File: src/rtl/fifo_push_arbiter.sv
// fifo_push_arbiter: round-robin arbiter sharing one FIFO write port, with occupancy
// tracking (in-flight write counted), flush/drain sequencing and a sticky underflow flag.
`default_nettype none

module fifo_push_arbiter #(
   parameter type T       = logic [31:0],
   parameter int  NUM_REQ = 4,
   parameter int  DEPTH   = 8,
   localparam int IW      = $clog2(NUM_REQ),
   localparam int CW      = $clog2(DEPTH + 1)
) (
   input  logic               clk,
   input  logic               rst_n,
   input  logic [NUM_REQ-1:0] req_valid,
   input  T                   req_data [NUM_REQ],
   output logic [NUM_REQ-1:0] req_ready,
   input  logic               read_en,
   output logic               write_en,
   output T                   write_data,
   output logic [IW-1:0]      grant_id,
   output logic [CW-1:0]      count,
   input  logic               flush_req,
   output logic               flush_done,
   output logic               err_underflow
);

   typedef enum logic [1:0] {
      RUN   = 2'd0,
      DRAIN = 2'd1,
      DONE  = 2'd2
   } state_t;

   state_t          state;
   logic [IW-1:0]   rr_ptr;
   logic [IW-1:0]   gnt;
   logic [IW-1:0]   idx;
   logic            found;
   logic            grant_en;
   logic            acc;
   logic            pop;
   logic [CW-1:0]   count_nxt;

   // A pop in the same cycle frees the slot, so a full FIFO can still accept.
   assign grant_en = rst_n && (state == RUN) && ((count < CW'(DEPTH)) || read_en);

   always_comb begin
      found     = 1'b0;
      gnt       = '0;
      idx       = '0;
      req_ready = '0;
      for (int i = 1; i <= NUM_REQ; i++) begin
         idx = IW'((int'(rr_ptr) + i) % NUM_REQ);
         if (!found && req_valid[idx]) begin
            found = 1'b1;
            gnt   = idx;
         end
      end
      if (grant_en && found) begin
         req_ready[gnt] = 1'b1;
      end
   end

   assign acc       = |(req_valid & req_ready);
   assign pop       = read_en && (count != '0);
   assign count_nxt = count + CW'(acc) - CW'(pop);

   always_ff @(posedge clk) begin
      if (!rst_n) begin
         write_en      <= 1'b0;
         write_data    <= '0;
         grant_id      <= '0;
         count         <= '0;
         flush_done    <= 1'b0;
         err_underflow <= 1'b0;
         rr_ptr        <= IW'(NUM_REQ - 1);
         state         <= RUN;
      end else begin
         write_en   <= acc;
         flush_done <= 1'b0;
         count      <= count_nxt;
         if (acc) begin
            write_data <= req_data[gnt];
            grant_id   <= gnt;
            rr_ptr     <= gnt;
         end
         if (read_en && (count == '0)) begin
            err_underflow <= 1'b1;
         end
         case (state)
            RUN: begin
               if (flush_req) begin
                  state <= DRAIN;
               end
            end
            DRAIN: begin
               if (count_nxt == '0) begin
                  state      <= DONE;
                  flush_done <= 1'b1;
               end
            end
            DONE:    state <= RUN;
            default: state <= RUN;
         endcase
      end
   end

endmodule

`default_nettype wire

File: config.mk
export PLATFORM = sky130hd
export DESIGN_NAME = fifo_push_arbiter
export DESIGN_NICKNAME = d
export VERILOG_FILES = /design/src/rtl/fifo_push_arbiter.sv
export SDC_FILE = /design/constraint.sdc
export NUM_CORES = 1
export LEC_CHECK = 0
export BUFFER_PORTS_ARGS = -buffer_cell sky130_fd_sc_hd__clkbuf_2
export CELL_PAD_IN_SITES_DETAIL_PLACEMENT = 0
export CELL_PAD_IN_SITES_GLOBAL_PLACEMENT = 1
export CORE_AREA = 2 2 82 116
export CTS_CLUSTER_SIZE = 8
export DETAILED_ROUTE_END_ITERATION = 10
export DIE_AREA = 0 0 84 118
export GPL_TIMING_DRIVEN = 1
export PLACE_DENSITY = 0.89
export SYNTH_ARGS = -nofsm -noshare
export SYNTH_HDL_FRONTEND = slang
export SYNTH_SLANG_ARGS = --single-unit
export TNS_END_PERCENT = 1
File: constraint.sdc
create_clock -name clk -period 7.9 [get_ports clk]
set_input_delay 0.395 -clock clk [delete_from_list [all_inputs] [get_ports clk]]
set_output_delay 0.395 -clock clk [all_outputs]
set_load 0.02 [all_outputs]
== Word level (Yosys, flattened, before mapping) ==
Index checks and enable logic that the tools add are counted.
Cells by class
  add/subtract/negate cells: 6
  magnitude comparators: 8
  eq/ne operators: 3
  muxes and demuxes: 26
  bitwise operators: 2
  reduce and logical (&&, ||, !) cells: 20
Operators by type and width (number)
  binary-select mux 32 bit (select 2 bit): 1
  two-way mux 32 bit: 2
  < comparator 2 x 3 -> 1 bit (second input constant): 5
  two-way mux 2 bit: 6
  two-way mux 1 bit: 10
  logical AND 1 bit: 9
  binary-select mux 1 bit (select 2 bit): 4
  zero test 4 bit: 2
  adder 2 x 1 -> 2 bit (second input constant): 2
  adder 2 bit (second input constant): 2
  adder 4 x 1 -> 4 bit: 1
  bitwise AND 4 bit: 1
  < comparator 4 bit (second input constant): 1
  two-way mux 4 bit: 1
  != test 2 bit (second input constant): 2
  one-hot mux 2 bit (2 select lines): 1
  AND reduction 2 bit: 2
  nonzero test 4 bit: 1
  OR reduction 4 bit: 1
  subtractor 4 x 1 -> 4 bit: 1
  >= comparator 3 bit (second input constant): 1
  zero test 1 bit: 3
  inverter 2 -> 3 bit: 1
  demux 1 bit (select 2 bit): 1
  4 further kinds: 4
Storage, ports and cells
  flip-flop bits (word level): 45
  bits of input ports: 136
  output and inout port bits: 45
  logic and storage cells: 73

== Longest topological paths before layout ==
  word-level depth: 25
  mapped depth: 12
  depth with buffers taken out: 10

== Worst setup path after synthesis ==
OpenSTA, ideal clock, no wires.
  kind: input to register
  start point: input port req_valid[1]
  end point: register flush_done
  setup time: 0.091 ns
  arrival time: 2.638 ns
  required time: 7.809 ns
  path slack: 5.171 ns
  stages: 12
  buffers on the path: 2
  cell sequence: buf_2 > nor4_2 > nor4_4 > inv_2 > buf_6 > ha_1 > inv_1 > ha_1 > fa_1 > xor2_1 > nor3_1 > nor4bb_1
On the way
  word-level cells in the longest chain between the ends: 23
  elaborated cells on any way between the ends: 35
  those cells by class: 2 x add/sub; 2 x order compare; 20 x mux; 1 x bitwise; 10 x reduce/logical
Ends and longest elaborated chain
  start: declaration: line 14  | input logic [NUM_REQ-1:0] req_valid,
  binary-select mux 1 bit (select 2 bit): line 53  | if (!found && req_valid[idx]) begin
  two-way mux 1 bit (not written as such): line 53
  two-way mux 1 bit: line 53
  zero test 1 bit: line 53
  logical AND 1 bit: line 53
  two-way mux 1 bit: line 53
  zero test 1 bit: line 53
  logical AND 1 bit: line 53
  (+7 left out)
  demux 1 bit (select 2 bit): line 59  | req_ready[gnt] = 1'b1;
  two-way mux 4 bit: line 58  | if (grant_en && found) begin
  bitwise AND 4 bit *: line 63  | assign acc = |(req_valid & req_ready);
  OR reduction 4 bit *: line 63
  adder 4 x 1 -> 4 bit *: line 65  | assign count_nxt = count + CW'(acc) - CW'(pop);
  subtractor 4 x 1 -> 4 bit *: line 65
  zero test 4 bit *: line 96  | if (count_nxt == '0) begin
  two-way mux 1 bit *: line 96
  end signal: assignment: line 73  | flush_done <= 1'b0;
  end signal: assignment: line 79  | flush_done <= 1'b0;
  end signal: assignment: line 98  | flush_done <= 1'b1;
  end: declaration: line 23  | output logic flush_done,
Mark *: on every way between the ends. The rest lies on a longest branch, timed or not. The select of a mux whose other input is x is not followed.
A chain may end at the register's enable or synchronous reset.

== Final worst setup path ==
  start point: input port rst_n
  end point: register state[1]
On the way
  word-level cells in the longest chain between the ends: 11
Ends and longest elaborated chain
  start: declaration: line 13  | input logic rst_n,
  logical AND 1 bit (2 in a row): line 44  | assign grant_en = rst_n && (state == RUN) && ((count < CW'(DEPTH)) || read_en);
  logical AND 1 bit: line 58
  two-way mux 4 bit: line 58
  bitwise AND 4 bit: line 63
  OR reduction 4 bit: line 63
  adder 4 x 1 -> 4 bit: line 65
  subtractor 4 x 1 -> 4 bit: line 65
  zero test 4 bit: line 96
  != test 2 bit (no source line)
  AND reduction 2 bit (no source line)
  end signal: assignment: line 97  | state <= DONE;
  end signal: assignment: line 101  | DONE: state <= RUN;
  end signal: assignment: line 102  | default: state <= RUN;
  end: declaration: line 33  | state_t state;
Several ways; a longest one is shown, not always the timed one.

==> impl_metrics.yaml <==
setup_path:
  cp.buffers_inverters: 4
  slowest_delay_ps: 530
  endpoint_kind: "register"
  crit_family: "buffers and inverters"
  crit_arrival_ps: 3970
  path_class: "input port to register"
  crit_chain: "clkbuf_2, nand2b_1, nor4_4, buf_4, inv_2, ha_1, inv_1, ha_1, fa_1, xor2_1, nor3_1, nor4bb_1"
  critical_path_required_ps: 8090
  critPathSlowestCell: "clkbuf_2"
  critPathLaunchType: "input port"
  crit_fanout: 42
  timing.critical_path.mode_cell: "ha_1"
synthesis:
  synth_flop_cell: "dfxtp_1"
  synth_nets: 450
  syn_inst: 308
  synth_edf_count: 0
  yosysWarnings: 0
  synthTopCellsByArea: "dfxtp_1 (33%), a221oi_2 (16%), o21ai_0 (13%), a31oi_1 (7.6%), nand2_1 (4.5%)"
  synth_top_cell_by_area: "dfxtp_1"
  ys_seq_area_share_pct: 33.4
  syn_area_per_cell_um2: 8.76
  yosysMostFrequentCell: "o21ai_0"
  synthArstFlopShare_pct: 0
  netlist_top_cells_count: "o21ai_0 (69), dfxtp_1 (45), a31oi_1 (33), nand2_1 (32), a221oi_2 (29)"
  yosys_register_bits: 45
  synth_cell_types: 40
  syn_area_um2: 2700
  synth_top_area_share_pct: 33.4
status:
  status: "complete, no violations"
power_and_ir_drop:
  ir_worst_vdd_v: 0.000159
  p_leak_nw: 1.72
  powerDensity_nw_per_um2: 261
worst_hold_path:
  hold_path_class: "input port to register"
final_layout:
  syn_to_final_growth_pct: 38.2
  drive_gt1_share_pct: 48.5
  nets: 609
  post-route-util_pct: 42.0
  layoutNonFillerInstCount: 575
  diodes: 0
global_route:
  grt_pass1_vias: 3114
  grt_usage_pct: 17.8
  grt_max_degree: 43
  antenna_found_initial: 0
  grt_pass1_wl_um: 14700
  grt_overflow_total: 0
routing:
  ant_nets: 0
  vias_per_cell: 5.32
  wirelength_um: 9020
  vias: 3059
  drcViolationCount: 0
  initialDrtViolationCount: 153
  wl_per_cell_um: 15.7
  first_pass_iters: 5
clocking:
  root_buffer: "clkbuf_16"
  clock_sinks: 45
  cts_buffers: 5
  cts_max_level: 2
  clock_latency_ps: 280
  clk_pin_slew_ps: 60
  post_cts_buffers: 0
  ctsResizeCount: 0
  holdBufCountCts: 0
  cts_buffer_depth: 2
  cts_tree: "done"
placement:
  port_buffers: 180
  gp_congestion: 0.804
  dp_hpwl_um: 6490
  place_inst: 567
timing:
  grt_setup_unrepaired: "false"
  fmax_mhz: 264
  hold_viol_final: 0
  tightestPinTransition_ps: 1220
  setup_viol: 0
  clock_skew_ps: 5.47
  fin_crit_sh_pct: 47.9
  period_minus_slack_ps: 3780
  fin_tns_setup_ps: 0
  maxSlewHeadroom_pct: 18.6
  drv_slew: 0
floorplan:
  initial_utilization_pct: 30.4
  fp.dieH_um: 118
  die_area_um2: 9910
  coreArea_um2: 8870
  num_rows: 41
  num_io_pins: 181
  fp.dieW_um: 84
run:
  drv_cap: 0
worst reg2reg max path: cells and delay by family, from the launching register on:
kind / cells / cell delay (ps)
XOR/XNOR: 1 / 170
adder cells (fa/ha/maj): 3 / 1030
buffers and inverters: 3 / 880
flip-flops: 1 / 300
AND/OR/NAND/NOR: 4 / 910
layout by cell type (no fill, tap or decap), types with 3 or more instances in the layout:
cell type	count
inv_1	9
a221oi_2	29
a31oi_1	33
nor2b_1	5
o21ai_0	69
nand2_1	32
dfxtp_1	45
nand2b_1	3
clkbuf_16	5
nor2_1	9
clkbuf_2	180
ha_1	5
a221oi_1	3
and2_1	6
power breakdown:
part	switching [mW]	internal (mW)	leakage, nW
clock	0.0851	0.126	0.0768
sequential	0.0331	0.282	0.372
combinational	0.275	0.172	1.27
through the flow:
step | setup WS [ps] | hold WS (ps) | instance area [µm²] | power, mW
2_1_floorplan | 5170 | 495 | 2700 | 0.629
3_3_place_gp | 4020 | 475 | 3580 | 0.752
3_5_place_dp | 3790 | 488 | 3580 | 0.769
4_1_cts | 4080 | 338 | 3730 | 0.984
5_1_grt | 3740 | 337 | 3730 | 1.04
6_report | 4120 | 345 | 3730 | 0.973
state kept, by name, indices dropped and copies added (netlist names):
name / cells
write_data: 32
flush_done: 1
state: 2
err_underflow: 1
rr_ptr: 2
grant_id: 2
write_en: 1
count: 4
area by class of cell:
type | count | area, µm²
Fill cell | 914 | 5150
Clock buffer | 6 | 139
Sequential cell | 45 | 901
Inverter | 10 | 37.5
Multi-Input combinational cell | 223 | 1590
Clock inverter | 2 | 13.8
Timing Repair Buffer | 182 | 916
Tap cell | 107 | 134
worst paths after layout:
kind	startpoint	to	slack (ps)	cells after the start
hold reg to reg	err_underflow$_SDFFE_PN0P_	err_underflow$_SDFFE_PN0P_	500	2
hold / removal	req_data[91]	write_data[27]$_SDFFE_PN0P_	350	3
setup / recovery	rst_n	state[1]$_SDFFE_PN0P_	4120	12
setup reg to reg	state[1]$_SDFFE_PN0P_	state[1]$_SDFFE_PN0P_	4530	11
logic make-up (layout without fill, tap and decap cells):
group / after synthesis / after routing / share of synthesized area (%)
compound gates: 150 / 150 / 42.4
xor+xnor: 2 / 2 / 0.649
fa+ha+maj: 6 / 6 / 3.06
buf+inv: 40 / 200 / 7.79
flops: 45 / 45 / 33.4
mux: 1 / 1 / 0.371
simple gates: 64 / 64 / 12.3
metal layers:
metal / GRT usage [%] / part of all wire [%]
met1: 18.9 / 38
met2: 33.9 / 54
met3: 3.30 / 5.4
met4: 6.65 / 1.9
met5: 0 / 0
(Power assumes the default switching activity.)
